===== src/rtl/sid_pkg.sv =====
// Shared constants for the SID host write path: register map limits, entry
// layout and sequencer state encoding.
package sid_pkg;

    localparam int unsigned ADDR_W = 5;
    localparam int unsigned DATA_W = 8;

    localparam logic [ADDR_W-1:0] REG_FC_LO    = 5'h15;
    localparam logic [ADDR_W-1:0] REG_FC_HI    = 5'h16;
    localparam logic [ADDR_W-1:0] REG_RES_FILT = 5'h17;
    localparam logic [ADDR_W-1:0] REG_MODE_VOL = 5'h18;
    localparam logic [ADDR_W-1:0] REG_LAST_WR  = 5'h18;

    // Queue entries are packed {delay, addr, data}, data in the LSBs.
    function automatic int unsigned entry_width(input int unsigned delay_w);
        return delay_w + ADDR_W + DATA_W;
    endfunction

    // Addresses above REG_LAST_WR are the SID read-only registers.
    function automatic logic addr_writable(input logic [ADDR_W-1:0] addr);
        return addr <= REG_LAST_WR;
    endfunction

    typedef enum logic [1:0] {
        ST_IDLE  = 2'd0,
        ST_WAIT  = 2'd1,
        ST_WRITE = 2'd2
    } seq_state_e;

endpackage


===== src/rtl/sid_wr_fifo.sv =====
// Synchronous first-word-fall-through FIFO with flush and occupancy output.
module sid_wr_fifo #(
    parameter int unsigned DEPTH = 16,
    parameter int unsigned WIDTH = 29
) (
    input  logic                     clk,
    input  logic                     rst,
    input  logic                     push_i,
    input  logic                     pop_i,
    input  logic                     flush_i,
    input  logic [WIDTH-1:0]         wdata_i,
    output logic [WIDTH-1:0]         rdata_o,
    output logic [$clog2(DEPTH):0]   level_o,
    output logic                     full_o,
    output logic                     empty_o
);

    localparam int unsigned AW = $clog2(DEPTH);
    localparam int unsigned LW = AW + 1;

    logic [WIDTH-1:0] mem_q [DEPTH];
    logic [AW-1:0]    wr_ptr_q;
    logic [AW-1:0]    rd_ptr_q;
    logic [LW-1:0]    level_q;
    logic             push_ok;
    logic             pop_ok;

    assign full_o  = (level_q == LW'(DEPTH));
    assign empty_o = (level_q == '0);
    assign push_ok = push_i && !full_o;
    assign pop_ok  = pop_i && !empty_o;
    assign rdata_o = mem_q[rd_ptr_q];
    assign level_o = level_q;

    always_ff @(posedge clk) begin
        if (push_ok) begin
            mem_q[wr_ptr_q] <= wdata_i;
        end
    end

    always_ff @(posedge clk) begin
        if (rst || flush_i) begin
            wr_ptr_q <= '0;
            rd_ptr_q <= '0;
            level_q  <= '0;
        end else begin
            if (push_ok) begin
                wr_ptr_q <= wr_ptr_q + AW'(1);
            end
            if (pop_ok) begin
                rd_ptr_q <= rd_ptr_q + AW'(1);
            end
            level_q <= level_q + LW'(push_ok) - LW'(pop_ok);
        end
    end

endmodule


===== src/rtl/sid_write_sequencer.sv =====
// Replays queued, timestamped host register writes onto the SID register bus,
// spacing each write by its delay counted in clkEn ticks.
module sid_write_sequencer
    import sid_pkg::*;
#(
    parameter int unsigned DEPTH   = 16,
    parameter int unsigned DELAY_W = 16
) (
    input  logic                    clk,
    input  logic                    rst,
    input  logic                    clkEn,
    input  logic                    iValid,
    output logic                    oReady,
    input  logic [DELAY_W-1:0]      iDelay,
    input  logic [4:0]              iAddr,
    input  logic [7:0]              iData,
    input  logic                    iPause,
    input  logic                    iFlush,
    output logic                    oWE,
    output logic [4:0]              oAddr,
    output logic [7:0]              oData,
    output logic [$clog2(DEPTH):0]  oLevel,
    output logic                    oBusy,
    output logic                    oDropped
);

    localparam int unsigned ENTRY_W = entry_width(DELAY_W);

    seq_state_e          state_q, state_d;
    logic [DELAY_W-1:0]  cnt_q, cnt_d;
    logic [ADDR_W-1:0]   pend_addr_q, pend_addr_d;
    logic [DATA_W-1:0]   pend_data_q, pend_data_d;
    logic [ADDR_W-1:0]   addr_q, addr_d;
    logic [DATA_W-1:0]   data_q, data_d;
    logic                dropped_q, dropped_d;

    logic [ENTRY_W-1:0]  head;
    logic [DELAY_W-1:0]  head_delay;
    logic [ADDR_W-1:0]   head_addr;
    logic [DATA_W-1:0]   head_data;
    logic                fifo_full;
    logic                fifo_empty;
    logic                push;
    logic                pop;

    assign oReady = !fifo_full && !iFlush;
    assign push   = iValid && oReady;
    // Pause stalls the IDLE pop too, so the queue can fill while frozen.
    assign pop    = (state_q == ST_IDLE) && !fifo_empty && !iPause && !iFlush;

    assign head_delay = head[ENTRY_W-1 -: DELAY_W];
    assign head_addr  = head[DATA_W +: ADDR_W];
    assign head_data  = head[DATA_W-1:0];

    sid_wr_fifo #(
        .DEPTH (DEPTH),
        .WIDTH (ENTRY_W)
    ) u_fifo (
        .clk     (clk),
        .rst     (rst),
        .push_i  (push),
        .pop_i   (pop),
        .flush_i (iFlush),
        .wdata_i ({iDelay, iAddr, iData}),
        .rdata_o (head),
        .level_o (oLevel),
        .full_o  (fifo_full),
        .empty_o (fifo_empty)
    );

    always_comb begin
        state_d     = state_q;
        cnt_d       = cnt_q;
        pend_addr_d = pend_addr_q;
        pend_data_d = pend_data_q;
        addr_d      = addr_q;
        data_d      = data_q;
        dropped_d   = dropped_q;
        if (iFlush) begin
            // oWE decodes state_q, so a WRITE cycle in progress still completes.
            state_d = ST_IDLE;
        end else begin
            unique case (state_q)
                ST_IDLE: begin
                    if (pop) begin
                        if (addr_writable(head_addr)) begin
                            pend_addr_d = head_addr;
                            pend_data_d = head_data;
                            cnt_d       = head_delay;
                            state_d     = ST_WAIT;
                        end else begin
                            dropped_d = 1'b1;
                        end
                    end
                end
                ST_WAIT: begin
                    if (!iPause && clkEn) begin
                        if (cnt_q == '0) begin
                            addr_d  = pend_addr_q;
                            data_d  = pend_data_q;
                            state_d = ST_WRITE;
                        end else begin
                            cnt_d = cnt_q - DELAY_W'(1);
                        end
                    end
                end
                ST_WRITE: state_d = ST_IDLE;
                default:  state_d = ST_IDLE;
            endcase
        end
    end

    always_ff @(posedge clk) begin
        if (rst) begin
            state_q     <= ST_IDLE;
            cnt_q       <= '0;
            pend_addr_q <= '0;
            pend_data_q <= '0;
            addr_q      <= '0;
            data_q      <= '0;
            dropped_q   <= 1'b0;
        end else begin
            state_q     <= state_d;
            cnt_q       <= cnt_d;
            pend_addr_q <= pend_addr_d;
            pend_data_q <= pend_data_d;
            addr_q      <= addr_d;
            data_q      <= data_d;
            dropped_q   <= dropped_d;
        end
    end

    assign oWE      = (state_q == ST_WRITE);
    assign oAddr    = addr_q;
    assign oData    = data_q;
    assign oBusy    = (state_q != ST_IDLE) || !fifo_empty;
    assign oDropped = dropped_q;

endmodule

===== config.mk =====
export PLATFORM = sky130hd
export DESIGN_NAME = sid_write_sequencer
export DESIGN_NICKNAME = d
export VERILOG_FILES = /design/src/rtl/sid_pkg.sv /design/src/rtl/sid_wr_fifo.sv /design/src/rtl/sid_write_sequencer.sv
export SDC_FILE = /design/constraint.sdc
export NUM_CORES = 1
export LEC_CHECK = 0
export ABC_CLOCK_PERIOD_IN_PS = 14000
export CORE_MARGIN = 1.5
export CORE_UTILIZATION = 40
export DETAILED_ROUTE_END_ITERATION = 8
export GPL_TIMING_DRIVEN = 0
export RECOVER_POWER = 25
export REMOVE_ABC_BUFFERS = 1
export SLEW_MARGIN = 20
export SYNTH_ARGS = -nofsm -noshare
export SYNTH_HDL_FRONTEND = slang
export SYNTH_HIERARCHICAL = 1
export SYNTH_SLANG_ARGS = --single-unit

===== constraint.sdc =====
create_clock -name clk -period 14 [get_ports clk]
set_input_delay 3.5 -clock clk [delete_from_list [all_inputs] [get_ports clk]]
set_output_delay 3.5 -clock clk [all_outputs]
set_load 0.02 [all_outputs]

==> run metrics, run 1 <==
status=complete, no violations; WS Path Type=in2out; skew final=0.0263 ns; clk root buf=clkbuf_16; Cells after Synth=1,092; Int Pwr=2.52 mW; initial antenna violation count=3; Clock power frac=0.429; highest-count cells in the layout ignoring fill and taps=edfxtp_1, mux4_2, nand2_1; combinational power share=0.024; PortBufs=56; final hold vios=0; leading area contributor after synthesis=edfxtp_1; vias=10,600; startpoint types=input port; part of the Yosys area used for sequential elements=0.740; crit path DAT=4.98 ns; H-Tree Depth=2; number of synthesized register bits=526; worst min path class=reg2reg; Setup-failing EPs final=0; max cap viols=0; die height=229 µm; Setup crit end=oReady; nets=1,246; clk sinks=526; DR iter-0 viols=945; Pleak=7.58 nW; Inserted Diodes=0; Slew @ Worst Pin=0.867 ns; Layout Area Growth over Synthesis=17.9%; crit path launch=iFlush; crit path time final=8.48 ns; Skew-Pair Late Insertion Delay=0.60 ns; crit end category=output pin; commonest non-fill, non-tap cell in the layout=edfxtp_1; final wirelength=46,300 µm; Mapped Area=0.0205 mm²; Worst IR Drop VDD=0.0802 mV; first drt pass iteration count=5; cts hold-fix bufs=0; Die Area=0.0526 mm²; Syn Area/Cell=18.8 µm²; vias in the first global route=10,800; # DRC=0; setup bufs post-CTS=0; Max-slew headroom=0.421; Net Sw Power=624 µW; post-CTS sizing=0; Placeable Area=0.0504 mm²; clk slew on worst S/H paths=0.06 ns; reg2reg end=cnt_q[0]$_SDFFE_PP0P_; DRT antenna net count=0; Worst Hold Depth=2; CTS Buf Count=54; Slew Limit Fails=0; Die X=229 µm; Final HPWL DP=28,800 µm; gr ovfl total=0; PwrDens=130 mW/mm²; DR WL/cell=24.2 µm; RD Place Congestion=0.760; switching portion of total power=0.199; post-synth cell types=55; CP Max Fanout=5; Synth warnings=6; Synth area leaders=edfxtp_1, mux4_2, dfxtp_1, a22oi_1, nand2_1; GRT Total Usage=0.179; Vias/cell=5.54; fraction of layout cells with a size suffix above 1=0.224; Seq pwr share=0.547; global-route wire length before repair=69,600 µm; Pwr Total=3.14 mW; Worst Path Required=10.50 ns; Achievable Freq=118 MHz; # IOs=57; RSZ-0062 raised after global routing=false; Sum Neg Setup Slack=0 ns; largest net degree at the start of global routing=49; reg2reg setup slack=9.88 ns; CTS Buffer Depth=3; Cell Rows=82; Starting Density=0.407; post-synth top area share=0.680; CTS tree=done; final period utilization=0.606; reg2reg path depth=10
worst min-delay path by stage:
stage / from / endpoint / slack (ns)
3_5_place_dp: oAddr[2]$_SDFFE_PP0P_ / oAddr[2]$_SDFFE_PP0P_ / 0.45
3_3_place_gp: oAddr[1]$_SDFFE_PP0P_ / oAddr[1]$_SDFFE_PP0P_ / 0.44
4_1_cts: oAddr[2]$_SDFFE_PP0P_ / oAddr[2]$_SDFFE_PP0P_ / 0.46
5_1_grt: pend_data_q[2]$_SDFFE_PP0P_ / oData[2]$_SDFFE_PP0P_ / 0.47
6_report: oAddr[1]$_SDFFE_PP0P_ / oAddr[1]$_SDFFE_PP0P_ / 0.46
2_1_floorplan: pend_addr_q[0]$_SDFFE_PP0P_ / oAddr[0]$_SDFFE_PP0P_ / 0.43
layer usage:
layer / GRT usage / share of wire / vias to the layer above / wire [µm]
li1: - / - / 4622 / -
met1: 0.258 / 0.45 / 5623 / 21100
met2: 0.279 / 0.47 / 287 / 21700
met3: 0.0313 / 0.053 / 68 / 2480
met4: 0.0576 / 0.023 / 4 / 1080
met5: 0 / 0.00065 / - / 30
worst max-delay path, cell delays in order:
cell and delay (ns):
clkdlybuf4s50_1 0.61, nor2_1 0.24, clkdlybuf4s50_1 0.63
synth_stat cells (all sizes together):
cell type and number:
inv 19, nor4 9, o311a 1, o41ai 1, a32oi 1, nand2 68, or3b 1, nor2 51
mux2i 11, nor2b 8, a22oi 59, a31oi 1, o31ai 5, and4 2, nor3 11, or4 2
a21o 1, a211oi 2, buf 23, and3 2, nand4bb 1, o22ai 1, a311o 1, o21ai 11
nor3b 4, xnor2 4, o31a 2, nand2b 8, edfxtp 464, or2 6, o211ai 1, ha 12
mux4 116, or3 8, and2 10, o41a 1, nand3 7, clkbuf 38, dfxtp 62, a21oi 40
o32ai 5, xor2 5, or4b 1, nand4 5, fa 1
power groups by stage:
stage,clock (mW),combinational [mW],sequential (mW)
final,1.35,0.0754,1.72
after global routing,1.44,0.0831,1.72
after CTS,1.38,0.0769,1.72
after detailed placement,0,0.0767,1.75
after global placement,0,0.0704,1.75
after floorplan,0,0.0301,1.75
kinds of logic after synthesis:
group,count (synthesis),share of synthesized area
xor gates and xnor gates,9,0.00385
buffers and inverters,80,0.0190
adders and majority gates,13,0.00830
and+or+nand+nor,204,0.0491
DFF,526,0.740
muxes,127,0.134
AOI/OAI and AO/OA,133,0.0454
registers in the layout, indices dropped and copies added, names as in the netlist, named ones only:
signal           cells
oData                8
oDropped             1
pend_data_q          8
u_fifo/rd_ptr_q      4
u_fifo/level_o       5
cnt_q               16
oAddr                5
u_fifo/wr_ptr_q      4
u_fifo/mem_q       464
pend_addr_q          5
state_q              2
through the flow:
| step | setup slack, ns | std cells | utilization | hold WS (ns) | instance area (µm²) |
|---|---|---|---|---|---|
| after floorplan | 6.29 | 1031 | - | 0.430 | 20200 |
| after global placement | 1.82 | 1759 | 0.428 | 0.443 | 21600 |
| after CTS | 5.51 | 1913 | 0.480 | 0.458 | 24200 |
| after global routing | 5.48 | 1913 | 0.480 | 0.475 | 24200 |
| final | 5.52 | 1913 | 0.480 | 0.456 | 24200 |
| after detailed placement | 5.52 | 1814 | 0.447 | 0.450 | 22500 |
layout make-up:
class | instances | area [µm²]
well taps | 672 | 841
multi-input cells | 486 | 5030
fillers | 4161 | 26200
clock buffers | 74 | 1490
flip-flops and latches | 526 | 15200
clock inverters | 25 | 169
repair buffers | 111 | 1380
inverters | 19 | 71.3
No activity file was read; power rests on OpenSTA's default activity.
==> inputs of run 2 (changes only) <==
Settings changed: ABC_CLOCK_PERIOD_IN_PS 14000 to 6900.
Clock period 14 ns to 6.9 ns, I/O delays scaled along.
==> results of run 2 <==
Same layout as run 1 (identical final DEF). Status: complete, no violations.
Main changes from that run: setup slack after placement 5.52 ns -> 1.72 ns; setup slack after layout 5.52 ns -> 1.97 ns; register-to-register setup slack 9.88 ns -> 2.78 ns; total power 3.14 mW -> 6.37 mW; worst IR drop on VDD 0.0802 mV -> 0.163 mV
==> inputs of run 3 (changes only) <==
Settings changed: ABC_CLOCK_PERIOD_IN_PS 6900 to 4700.
Clock period 6.9 ns to 4.7 ns, I/O delays scaled along.
==> results of run 3 <==
Same layout as run 1 (identical final DEF). Status: complete, no violations.
Main changes from that run: setup slack after placement 5.52 ns -> 0.0705 ns; setup slack after layout 5.52 ns -> 0.580 ns; end point of the critical path oReady -> cnt_q[0]$_SDFFE_PP0P_; register-to-register setup slack 9.88 ns -> 0.58 ns; total power 3.14 mW -> 9.35 mW; worst IR drop on VDD 0.0802 mV -> 0.239 mV
